File: src/rtl/hssl_cfg_access_arbiter_if.sv
// Request, register-bank and reply bundle between config requesters and the access arbiter.
// Latency: none, wires only.
// Backpressure: req_rdy_out per requester, rpl_rdy_in from the reply sink.
interface hssl_cfg_access_arbiter_if #(
  parameter int NUM_REQ  = 3,
  parameter int ADR_BITS = 8
);
  // requester side
  logic [NUM_REQ-1:0]          req_vld_in;
  logic [NUM_REQ-1:0]          req_rdy_out;
  logic [NUM_REQ-1:0]          req_wr_in;
  logic [NUM_REQ*ADR_BITS-1:0] req_addr_in;
  logic [NUM_REQ*32-1:0]       req_data_in;
  // register bank side
  logic [ADR_BITS-1:0]         reg_addr_out;
  logic [31:0]                 reg_wdata_out;
  logic                        reg_wen_out;
  logic                        reg_ren_out;
  logic [31:0]                 reg_rdata_in;
  logic [31:0]                 reply_key_in;
  // reply packet side
  logic [31:0]                 rpl_key_out;
  logic [31:0]                 rpl_data_out;
  logic                        rpl_vld_out;
  logic                        rpl_rdy_in;

  // arbiter view
  modport master (
    input  req_vld_in, req_wr_in, req_addr_in, req_data_in,
    output req_rdy_out,
    output reg_addr_out, reg_wdata_out, reg_wen_out, reg_ren_out,
    input  reg_rdata_in, reply_key_in,
    output rpl_key_out, rpl_data_out, rpl_vld_out,
    input  rpl_rdy_in
  );

  // requesters / bank / reply sink view
  modport slave (
    output req_vld_in, req_wr_in, req_addr_in, req_data_in,
    input  req_rdy_out,
    input  reg_addr_out, reg_wdata_out, reg_wen_out, reg_ren_out,
    output reg_rdata_in, reply_key_in,
    input  rpl_key_out, rpl_data_out, rpl_vld_out,
    output rpl_rdy_in
  );
endinterface

File: src/rtl/hssl_cfg_access_arbiter.sv
// Round-robin arbiter sharing one register-bank port among NUM_REQ requesters, with read-reply packets.
// Latency: write strobe 1 cycle after accept; read reply valid 3 cycles after accept.
// Backpressure: one access in flight, requests held off until idle; reply waits for rpl_rdy_in up to REPLY_TIMEOUT cycles, then dropped.
module hssl_cfg_access_arbiter #(
  parameter int NUM_REQ       = 3,
  parameter int ADR_BITS      = 8,
  parameter int REPLY_TIMEOUT = 1023
) (
  input  logic                    clk,
  input  logic                    resetn,
  hssl_cfg_access_arbiter_if.master bus,
  output logic                    rpl_drop_out,
  output logic                    busy_out
);

  localparam int PW = (NUM_REQ > 1) ? $clog2(NUM_REQ) : 1;

  typedef enum logic [2:0] {
    S_IDLE,
    S_WRITE,
    S_READ,
    S_CAPTURE,
    S_REPLY
  } state_t;

  state_t              r_state;
  state_t              w_state_nxt;

  // round-robin pointer: last granted requester
  logic [PW-1:0]       r_ptr;
  // low for the first cycle after reset release so nothing is accepted while reset settles
  logic                r_run;

  logic [ADR_BITS-1:0] r_addr;
  logic [31:0]         r_wdata;
  logic [31:0]         r_key;
  logic [31:0]         r_rpl_key;
  logic [31:0]         r_rpl_data;
  logic [15:0]         r_cnt;

  logic                w_grant_vld;
  logic [PW-1:0]       w_grant;
  logic                w_sel_wr;
  logic [ADR_BITS-1:0] w_sel_addr;
  logic [31:0]         w_sel_data;
  logic [NUM_REQ-1:0]  w_req_rdy;
  logic                w_hs;
  logic                w_wen;
  logic                w_ren;
  logic                w_drop;
  logic                w_timeout;

  // Pick the first valid requester after r_ptr: pass 0 scans above the pointer, pass 1 wraps to 0..ptr.
  always_comb begin
    w_grant_vld = 1'b0;
    w_grant     = '0;
    w_sel_wr    = 1'b0;
    w_sel_addr  = '0;
    w_sel_data  = '0;
    for (int pass = 0; pass < 2; pass++) begin
      for (int i = 0; i < NUM_REQ; i++) begin
        if (!w_grant_vld && bus.req_vld_in[i] &&
            ((pass == 0) ? (i > int'(r_ptr)) : (i <= int'(r_ptr)))) begin
          w_grant_vld = 1'b1;
          w_grant     = PW'(i);
          w_sel_wr    = bus.req_wr_in[i];
          w_sel_addr  = bus.req_addr_in[i*ADR_BITS +: ADR_BITS];
          w_sel_data  = bus.req_data_in[i*32 +: 32];
        end
      end
    end
  end

  // A request is accepted only in IDLE; the ready is the combinational one-hot grant.
  assign w_hs = (r_state == S_IDLE) && r_run && w_grant_vld;

  // One-hot ready toward the granted requester.
  always_comb begin
    w_req_rdy = '0;
    for (int i = 0; i < NUM_REQ; i++) begin
      w_req_rdy[i] = w_hs && (w_grant == PW'(i));
    end
  end

  // The reply has waited its full budget when the count reaches REPLY_TIMEOUT-1 in the current cycle.
  assign w_timeout = (r_cnt == 16'(REPLY_TIMEOUT - 1));

  // State register.
  always_ff @(posedge clk or negedge resetn) begin
    if (!resetn) begin
      r_state <= S_IDLE;
    end else begin
      r_state <= w_state_nxt;
    end
  end

  // Next-state and strobe decode; an accepted reply beats a timeout in the same cycle.
  always_comb begin
    w_state_nxt = r_state;
    w_wen       = 1'b0;
    w_ren       = 1'b0;
    w_drop      = 1'b0;
    case (r_state)
      S_IDLE: begin
        if (w_hs) begin
          w_state_nxt = w_sel_wr ? S_WRITE : S_READ;
        end
      end
      S_WRITE: begin
        w_wen       = 1'b1;
        w_state_nxt = S_IDLE;
      end
      S_READ: begin
        w_ren       = 1'b1;
        w_state_nxt = S_CAPTURE;
      end
      S_CAPTURE: begin
        w_state_nxt = S_REPLY;
      end
      S_REPLY: begin
        if (bus.rpl_rdy_in) begin
          w_state_nxt = S_IDLE;
        end else if (w_timeout) begin
          w_drop      = 1'b1;
          w_state_nxt = S_IDLE;
        end
      end
      default: begin
        w_state_nxt = S_IDLE;
      end
    endcase
  end

  // Arms acceptance one cycle after reset release.
  always_ff @(posedge clk or negedge resetn) begin
    if (!resetn) begin
      r_run <= 1'b0;
    end else begin
      r_run <= 1'b1;
    end
  end

  // Request latch, key sampling, reply capture and reply wait counter.
  always_ff @(posedge clk or negedge resetn) begin
    if (!resetn) begin
      r_ptr      <= PW'(NUM_REQ - 1);
      r_addr     <= '0;
      r_wdata    <= '0;
      r_key      <= '0;
      r_rpl_key  <= '0;
      r_rpl_data <= '0;
      r_cnt      <= '0;
    end else begin
      if (w_hs) begin
        r_ptr  <= w_grant;
        r_addr <= w_sel_addr;
        // write data only moves for writes so the bank's wdata bus stays quiet on reads
        if (w_sel_wr) begin
          r_wdata <= w_sel_data;
        end
      end
      if (r_state == S_READ) begin
        r_key <= bus.reply_key_in;
      end
      if (r_state == S_CAPTURE) begin
        r_rpl_data <= bus.reg_rdata_in;
        r_rpl_key  <= r_key | 32'(r_addr);
        r_cnt      <= '0;
      end
      if ((r_state == S_REPLY) && !bus.rpl_rdy_in && !w_timeout) begin
        r_cnt <= r_cnt + 16'd1;
      end
    end
  end

  assign bus.req_rdy_out   = w_req_rdy;
  assign bus.reg_addr_out  = r_addr;
  assign bus.reg_wdata_out = r_wdata;
  assign bus.reg_wen_out   = w_wen;
  assign bus.reg_ren_out   = w_ren;
  assign bus.rpl_key_out   = r_rpl_key;
  assign bus.rpl_data_out  = r_rpl_data;
  assign bus.rpl_vld_out   = (r_state == S_REPLY);
  assign rpl_drop_out      = w_drop;
  assign busy_out          = (r_state != S_IDLE);

endmodule

File: src/flat_wrapper.sv
// flat-port wrapper written by rule: the top's interface ports become plain ports
module hssl_cfg_access_arbiter_flat 
#(
  parameter int NUM_REQ       = 3,
  parameter int ADR_BITS      = 8,
  parameter int REPLY_TIMEOUT = 1023
)
  (clk, resetn, rpl_drop_out, busy_out, bus_req_vld_in, bus_req_wr_in, bus_req_addr_in, bus_req_data_in, bus_req_rdy_out, bus_reg_addr_out, bus_reg_wdata_out, bus_reg_wen_out, bus_reg_ren_out, bus_reg_rdata_in, bus_reply_key_in, bus_rpl_key_out, bus_rpl_data_out, bus_rpl_vld_out, bus_rpl_rdy_in);
  hssl_cfg_access_arbiter_if #(.NUM_REQ(NUM_REQ), .ADR_BITS(ADR_BITS)) bus_i ();
  input  logic clk;
  input  logic resetn;
  output logic rpl_drop_out;
  output logic busy_out;
  input wire logic [$bits(bus_i.req_vld_in)-1:0] bus_req_vld_in;
  input wire logic [$bits(bus_i.req_wr_in)-1:0] bus_req_wr_in;
  input wire logic [$bits(bus_i.req_addr_in)-1:0] bus_req_addr_in;
  input wire logic [$bits(bus_i.req_data_in)-1:0] bus_req_data_in;
  output wire logic [$bits(bus_i.req_rdy_out)-1:0] bus_req_rdy_out;
  output wire logic [$bits(bus_i.reg_addr_out)-1:0] bus_reg_addr_out;
  output wire logic [$bits(bus_i.reg_wdata_out)-1:0] bus_reg_wdata_out;
  output wire logic [$bits(bus_i.reg_wen_out)-1:0] bus_reg_wen_out;
  output wire logic [$bits(bus_i.reg_ren_out)-1:0] bus_reg_ren_out;
  input wire logic [$bits(bus_i.reg_rdata_in)-1:0] bus_reg_rdata_in;
  input wire logic [$bits(bus_i.reply_key_in)-1:0] bus_reply_key_in;
  output wire logic [$bits(bus_i.rpl_key_out)-1:0] bus_rpl_key_out;
  output wire logic [$bits(bus_i.rpl_data_out)-1:0] bus_rpl_data_out;
  output wire logic [$bits(bus_i.rpl_vld_out)-1:0] bus_rpl_vld_out;
  input wire logic [$bits(bus_i.rpl_rdy_in)-1:0] bus_rpl_rdy_in;
  assign bus_i.req_vld_in = bus_req_vld_in;
  assign bus_i.req_wr_in = bus_req_wr_in;
  assign bus_i.req_addr_in = bus_req_addr_in;
  assign bus_i.req_data_in = bus_req_data_in;
  assign bus_req_rdy_out = bus_i.req_rdy_out;
  assign bus_reg_addr_out = bus_i.reg_addr_out;
  assign bus_reg_wdata_out = bus_i.reg_wdata_out;
  assign bus_reg_wen_out = bus_i.reg_wen_out;
  assign bus_reg_ren_out = bus_i.reg_ren_out;
  assign bus_i.reg_rdata_in = bus_reg_rdata_in;
  assign bus_i.reply_key_in = bus_reply_key_in;
  assign bus_rpl_key_out = bus_i.rpl_key_out;
  assign bus_rpl_data_out = bus_i.rpl_data_out;
  assign bus_rpl_vld_out = bus_i.rpl_vld_out;
  assign bus_i.rpl_rdy_in = bus_rpl_rdy_in;
  hssl_cfg_access_arbiter #(.NUM_REQ(NUM_REQ), .ADR_BITS(ADR_BITS), .REPLY_TIMEOUT(REPLY_TIMEOUT)) u_core (.clk(clk), .resetn(resetn), .bus(bus_i), .rpl_drop_out(rpl_drop_out), .busy_out(busy_out));
endmodule
File: config.mk
export PLATFORM = sky130hd
export DESIGN_NAME = hssl_cfg_access_arbiter_flat
export DESIGN_NICKNAME = d
export VERILOG_FILES = /design/src/rtl/hssl_cfg_access_arbiter_if.sv /design/src/rtl/hssl_cfg_access_arbiter.sv /design/src/flat_wrapper.sv
export SDC_FILE = /design/constraint.sdc
export NUM_CORES = 1
export LEC_CHECK = 0
export ABC_AREA = 1
export CAP_MARGIN = 20
export CORE_MARGIN = 5
export CORE_UTILIZATION = 35
export CTS_BUF_LIST = sky130_fd_sc_hd__clkbuf_8
export CTS_CLUSTER_DIAMETER = 30
export DETAILED_ROUTE_END_ITERATION = 10
export PLACE_DENSITY = 0.66
export SETUP_SLACK_MARGIN = 0.1
export SYNTH_ARGS = -nofsm -noshare
export SYNTH_HDL_FRONTEND = slang
export SYNTH_SLANG_ARGS = --single-unit
File: constraint.sdc
create_clock -name clk -period 3.24 [get_ports clk]
set_clock_uncertainty 0.15 [all_clocks]
set_input_delay 0.324 -clock clk [delete_from_list [all_inputs] [get_ports clk]]
set_output_delay 0.324 -clock clk [all_outputs]
set_load 0.01 [all_outputs]
* Word level (Yosys, flattened, before mapping)
Cells that the tools add are included.
** Operators by class
- Shift-type cells :: 0
- Divide/modulo/power cells :: 0
- Reductions and logical operators :: 27
- Equality and inequality tests :: 9
- Add/sub/neg operators :: 1
- Bitwise operators :: 1
- Mux-type cells :: 37
- $mul :: 0
- $lt $le $gt $ge :: 4
** Operator list (count)
- 32-bit 2-to-1 mux :: 5
- 8-bit 2-to-1 mux :: 5
- 16-bit 2-to-1 mux :: 2
- 32-bit by 8-bit bitwise OR with 32-bit output :: 1
- 16-bit by 1-bit adder with 16-bit output, second input constant :: 1
- 16-bit by 10-bit equality test with 1-bit output, second input constant :: 1
- 1-bit 2-to-1 mux :: 16
- 1-bit logical AND :: 15
- 3-bit case mux with 4 select lines :: 1
- 2-bit 2-to-1 mux :: 5
- 3-bit 2-to-1 mux :: 3
- 3-bit by 2-bit equality test with 1-bit output, second input constant :: 2
- 1-bit logical NOT :: 6
- 2-bit AND reduction :: 2
- 3-bit by 1-bit equality test with 1-bit output, second input constant :: 1
- 3-bit equality test, second input constant :: 1
- 3-bit logical NOT :: 1
- 3-bit by 1-bit inequality test with 1-bit output, second input constant :: 1
- 3-bit nonzero test :: 1
- 2-bit by 1-bit equality test with 1-bit output, second input constant :: 1
- 2-bit equality test, second input constant :: 1
- 1-bit by 2-bit > comparator with 1-bit output, first input constant :: 1
- 2-bit > comparator, first input constant :: 1
- 1-bit by 2-bit less-or-equal comparator with 1-bit output, first input constant :: 1
- other kinds (4) :: 4
** Word-level totals
- Bits of input ports :: 193
- Bits in writable memories :: 0
- Output and inout port bits :: 112
- Memory bits (read-only) :: 0
- Register bits after elaboration :: 158
- Bits in latches :: 0
- Memories kept :: 0

* Logic depth before layout (Yosys ltp)
- Depth after elaboration :: 21
- Depth in mapped cells :: 11
- Depth with buffers taken out :: 10

* Worst setup path before layout
OpenSTA, ideal clock, no wires.
- Path kind :: flip-flop to output port
- Start :: register u_core.r_ptr[1]
- End :: output port bus_req_rdy_out[0]
- Stages on the path, launching flop included :: 8
- Arrival time :: 1.360 ns
- Slack :: 1.406 ns
- Buffers on the path :: 1
- Path through :: dfstp_2 -> inv_2 -> nand2_2 -> inv_2 -> nand2_1 -> nand2_1 -> buf_2 -> nor3_1
** On the way
- Word-level cells in the longest chain between the ends :: 20
- Elaborated cells on any way between the ends :: 29
** RTL lines
- from (decl) :: line hssl_cfg_access_arbiter.sv:30 : logic [PW-1:0] r_ptr;
- from (signal assigned) :: line hssl_cfg_access_arbiter.sv:146 : r_ptr <= PW'(NUM_REQ - 1);
- from (signal assigned) :: line hssl_cfg_access_arbiter.sv:155 : r_ptr <= w_grant;
- 1-bit by 2-bit > comparator with 1-bit output :: line hssl_cfg_access_arbiter.sv:63 : ((pass == 0) ? (i > int'(r_ptr)) : (i <= int'(r_ptr)))) begin
- 1-bit logical AND :: line hssl_cfg_access_arbiter.sv:62 : if (!w_grant_vld && bus.req_vld_in[i] &&
- 1-bit 2-to-1 mux :: line hssl_cfg_access_arbiter.sv:62
- 1-bit logical NOT :: line hssl_cfg_access_arbiter.sv:62
- 1-bit logical AND (2 in series) :: line hssl_cfg_access_arbiter.sv:62
- 1-bit 2-to-1 mux :: line hssl_cfg_access_arbiter.sv:62
- 1-bit logical NOT :: line hssl_cfg_access_arbiter.sv:62
- 1-bit logical AND :: line hssl_cfg_access_arbiter.sv:62
- 1-bit 2-to-1 mux :: line hssl_cfg_access_arbiter.sv:62
- 1-bit logical NOT :: line hssl_cfg_access_arbiter.sv:62
- 1-bit logical AND (2 in series) :: line hssl_cfg_access_arbiter.sv:62
- 1-bit 2-to-1 mux :: line hssl_cfg_access_arbiter.sv:62
- 1-bit logical NOT :: line hssl_cfg_access_arbiter.sv:62
- 1-bit logical AND (2 in series) :: line hssl_cfg_access_arbiter.sv:62
- 2-bit 2-to-1 mux or 1-bit 2-to-1 mux (tied branches) :: line hssl_cfg_access_arbiter.sv:62
- 2-bit logical NOT or 1-bit logical AND (tied branches) :: line hssl_cfg_access_arbiter.sv:81, hssl_cfg_access_arbiter.sv:75
- 1-bit logical AND (*) :: line hssl_cfg_access_arbiter.sv:81 : w_req_rdy[i] = w_hs && (w_grant == PW'(i));
- to (decl) :: line flat_wrapper.sv:18 : output wire logic [$bits(bus_i.req_rdy_out)-1:0] bus_req_rdy_out;
Mark *: on every way between the ends. The rest lies on a longest branch, timed or not.

* Worst setup path in the final report
- Start :: register u_core.r_ptr[1]
- End :: output port bus_req_rdy_out[2]
** On the way
- Word-level cells in the longest chain between the ends :: 20
- Elaborated cells on any way between the ends :: 29
** RTL lines (line)
- 1-bit by 2-bit > comparator with 1-bit output :: hssl_cfg_access_arbiter.sv:63
- 1-bit logical AND :: hssl_cfg_access_arbiter.sv:62
- 1-bit 2-to-1 mux :: hssl_cfg_access_arbiter.sv:62
- 1-bit logical NOT :: hssl_cfg_access_arbiter.sv:62
- 1-bit logical AND (2 in series) :: hssl_cfg_access_arbiter.sv:62
- 1-bit 2-to-1 mux :: hssl_cfg_access_arbiter.sv:62
- 1-bit logical NOT :: hssl_cfg_access_arbiter.sv:62
- 1-bit logical AND :: hssl_cfg_access_arbiter.sv:62
- 1-bit 2-to-1 mux :: hssl_cfg_access_arbiter.sv:62
- 1-bit logical NOT :: hssl_cfg_access_arbiter.sv:62
- 1-bit logical AND (2 in series) :: hssl_cfg_access_arbiter.sv:62
- 1-bit 2-to-1 mux :: hssl_cfg_access_arbiter.sv:62
- 1-bit logical NOT :: hssl_cfg_access_arbiter.sv:62
- 1-bit logical AND (2 in series) :: hssl_cfg_access_arbiter.sv:62
- 2-bit 2-to-1 mux or 1-bit 2-to-1 mux (tied branches) :: hssl_cfg_access_arbiter.sv:62
- 2-bit equality test or 1-bit logical AND (tied branches) :: hssl_cfg_access_arbiter.sv:81, hssl_cfg_access_arbiter.sv:75
- 1-bit logical AND (*) :: hssl_cfg_access_arbiter.sv:81
Marked as above.

==> results.py <==
metrics = {
    "timing": {
        "layout_min_cycle_time_ns": 2.94,
        "whs_ns": 0.248,
        "finalHoldViolCount": 0,
        "period_share_pct": 90.6,
        "rsz0062_at_grt": "false",
        "fmax_mhz": 341,
        "report.final.slew_viol_count": 0,
        "timing.final.setup_violations": 0,
        "max_slew_margin_pct": 53.3,
        "tightestPinTransition_ns": 0.700,
        "tns_ns": 0,
        "finalWorstSetupSlack_ns": 0.304,
    },
    "floorplan": {
        "rows": 55,
        "core_um2": 22400,
        "initial_core_util_pct": 35.2,
        "die_area_um2": 25700,
        "die_w_um": 160,
        "die_h_um": 160,
        "ioPinCount": 305,
    },
    "logic_synthesis": {
        "synthTopCellsByArea": "dfrtp_1, nand2_1, nand3_1",
        "syn_avg_cell_area_um2": 7.18,
        "synthTopCellsByCount": "nand2_1, dfrtp_1, nand3_1",
        "yosysWarnings": 0,
        "synth_area_leader_cell": "dfrtp_1",
        "netlist_area_um2": 7900,
        "synth_seq_cells": 158,
        "async_flop_share_pct": 100,
        "synth_ff_type": "dfrtp_1",
        "synth_nets": 1295,
        "postSynthCellCount": 1100,
        "synth_cell_type_count": 27,
        "yosysMostFrequentCell": "nand2_1",
        "synth-edff-count": 0,
        "synth-seq-area-share_pct": 50.1,
        "synth_top_cell_area_share_pct": 49.7,
    },
    "worst_setup_path": {
        "cp.required_ns": 2.77,
        "cpMostUsedCell": "nor2_1",
        "critical_path_class": "reg2out",
        "cp_max_fo": 9,
        "r2r-end": "u_core.bus.reg_wdata_out[26]$_DFFE_PN0P_",
        "path_buf_inv": 1,
        "cp-start-kind": "register",
        "path_cells": "nor2_1 -> nand2_1 -> nand4_1 -> o21ai_2 -> nor2_1 -> clkdlybuf4s50_1",
        "reg2reg_depth": 8,
        "cp_top_family": "flip-flops",
        "rrSetupSlack_ns": 0.69,
        "critPathArrivalTime_ns": 2.46,
        "end_kind": "output port",
        "r2r_start": "u_core.r_ptr[1]$_DFFE_PN1P_",
        "crit_slowest_cell": "dfstp_2",
        "critPathMaxStageDelay_ns": 0.56,
    },
    "routing": {
        "route.vias.total": 8090,
        "viasPerCell": 4.79,
        "routed_wirelength_um": 27600,
        "drt_iter0_markers": 517,
        "drc": 0,
        "ant_nets": 0,
        "first_pass_iters": 5,
        "wire_per_inst_um": 16.3,
    },
    "global_routing": {
        "track_usage_pct": 21.4,
        "grt_max_degree": 65,
        "grt_pass1_wl_um": 43800,
        "grt_overflow": 0,
        "grt_pass1_vias": 8036,
        "antenna_found_initial": 1,
    },
    "place": {
        "placedInstanceArea_um2": 11200,
        "port_buffers": 304,
        "routabilityCongestion": 0.925,
        "dpl.hpwl_um": 20700,
        "pre_cts_slack_ns": 0.447,
    },
    "pwr": {
        "leakage_nw": 5.75,
        "total_power_mw": 9.35,
        "swShare_pct": 40.2,
        "p_int_mw": 5.59,
        "p_clk_share_pct": 15.7,
        "ir_drop_uv": 340,
        "p_switching_mw": 3.76,
        "combPwrFrac_pct": 47.8,
        "power_density_nw_per_um2": 804,
        "power_frac_seq_pct": 36.5,
    },
    "hold_path": {
        "min_path_cells": 3,
        "min_path_type": "in2reg",
        "hold_start": "bus_reg_rdata_in[1]",
        "min_delay_worst_endpoint": "u_core.bus.rpl_data_out[1]$_DFFE_PN0P_",
    },
    "final_layout": {
        "regArea_um2": 3960,
        "final_cell_area_um2": 11600,
        "multi_input_area_um2": 3420,
        "fin_nets": 1584,
        "synthToLayoutAreaGrowth_pct": 47.1,
        "fillers": 2211,
        "drive_gt1_share_pct": 5.14,
    },
    "clocking": {
        "cts-buffers-inserted": 17,
        "cts.clk_slew.worst_paths_ns": 0.09,
        "h-tree-depth": 4,
        "insertion_delay_ns": 0.45,
        "cts-root-buf": "clkbuf_8",
        "max-clock-path-buffers": 2,
        "clkSinkCount": 158,
        "cts_setup_buffers": 0,
        "cts_tree": "built",
    },
    "job": {
        "drv_cap": 0,
    },
    "run_status": {
        "status": "completed",
    },
}
-- flip-flops by register name (all words and copies together), names as in the netlist --
signal	flops
u_core.bus.reg_addr_out	8
u_core.bus.rpl_key_out	32
u_core.r_ptr	2
u_core.r_key	32
u_core.r_state	3
u_core.bus.reg_wdata_out	32
u_core.r_cnt	16
u_core.r_run	1
u_core.bus.rpl_data_out	32
-- cell usage in the layout (no fill, tap or decap), types with 3 or more instances in the layout --
cell / Yosys / routed
nand2_1: 526 / 526
clkdlybuf4s50_1: 0 / 303
dfrtp_1: 157 / 157
nand3_1: 111 / 110
nor2_1: 98 / 98
inv_1: 67 / 68
buf_4: 7 / 19
nor3_1: 18 / 17
clkbuf_8: 0 / 17
o21ai_0: 15 / 15
inv_2: 8 / 8
nand4_1: 8 / 8
xor2_1: 7 / 7
o22ai_1: 6 / 6
inv_8: 0 / 5
o21ai_1: 4 / 4
nand2_2: 3 / 3
o21bai_1: 3 / 3
inv_6: 0 / 3
-- stage by stage --
stage               utilization (%)  cells
floorplan                         -   1100
finish                         51.8   1688
global route                   51.8   1688
CTS                            51.8   1687
global placement               50.0   1654
detailed placement             50.0   1654
-- cell type report --
type | count | share of cell area, %
tap | 285 | 3.07
antenna | 1 | 0.0215
multi-input combinational | 812 | 29.4
sequential | 158 | 34.0
clock buffer | 17 | 2.01
clock inverter | 15 | 1.32
timing repair buffer | 325 | 27.7
inverter | 75 | 2.42
-- cell families (layout without fill, tap and decap cells) --
kind of cell    after synthesis  count (layout)  share of synthesized area (%)
fa+ha+maj                     2               2                          0.317
simple gates                768             768                           39.3
buf+inv                     130             432                           6.86
compound gates               32              32                           2.44
other cells                   1               2                         0.0475
xor+xnor                      9               9                          0.998
flops                       158             158                           50.1
-- routing by layer --
metal,up-vias,share of wire (%),global-route usage (%)
li1,3972,-,-
met1,3783,41,26.2
met2,292,47,35.4
met3,43,8.7,7.05
met4,0,2.8,7.47
met5,-,0,0
-- worst min-delay path: stages --
cell and delay, ns:
clkdlybuf4s50_1 0.39, nand2_1 0.06, nand2_1 0.04
-- timing repair --
item | in CTS | in global routing
resized for setup | 0 | 0
hold buffers | 1 | 0
endpoints found under the hold margin | 58 | 0
-- power by group through the flow --
stage / sequential, mW / combinational, mW / clock (mW)
after floorplan: 3.65 / 1.84 / 0
after global placement: 3.42 / 4.46 / 0
after detailed placement: 3.44 / 4.53 / 0
after CTS: 3.41 / 4.54 / 1.51
after global routing: 3.53 / 4.94 / 1.58
final: 3.41 / 4.47 / 1.47
-- how the worst max path moves through the flow --
stage / startpoint / slack [ns] / endpoint / cells past startpoint
6_report: u_core.r_ptr[1]$_DFFE_PN1P_ / 0.30 / bus_req_rdy_out[2] / 6
5_1_grt: u_core.r_ptr[1]$_DFFE_PN1P_ / 0.12 / bus_req_rdy_out[2] / 6
4_1_cts: u_core.r_ptr[1]$_DFFE_PN1P_ / 0.25 / bus_req_rdy_out[2] / 6
3_5_place_dp: bus_req_vld_in[1] / 0.45 / u_core.bus.reg_wdata_out[18]$_DFFE_PN0P_ / 8
3_3_place_gp: bus_req_vld_in[1] / 0.52 / u_core.bus.reg_wdata_out[1]$_DFFE_PN0P_ / 8
2_1_floorplan: u_core.r_ptr[1]$_DFFE_PN1P_ / 1.41 / bus_req_rdy_out[0] / 7
Power figures use the tool's default switching activity.
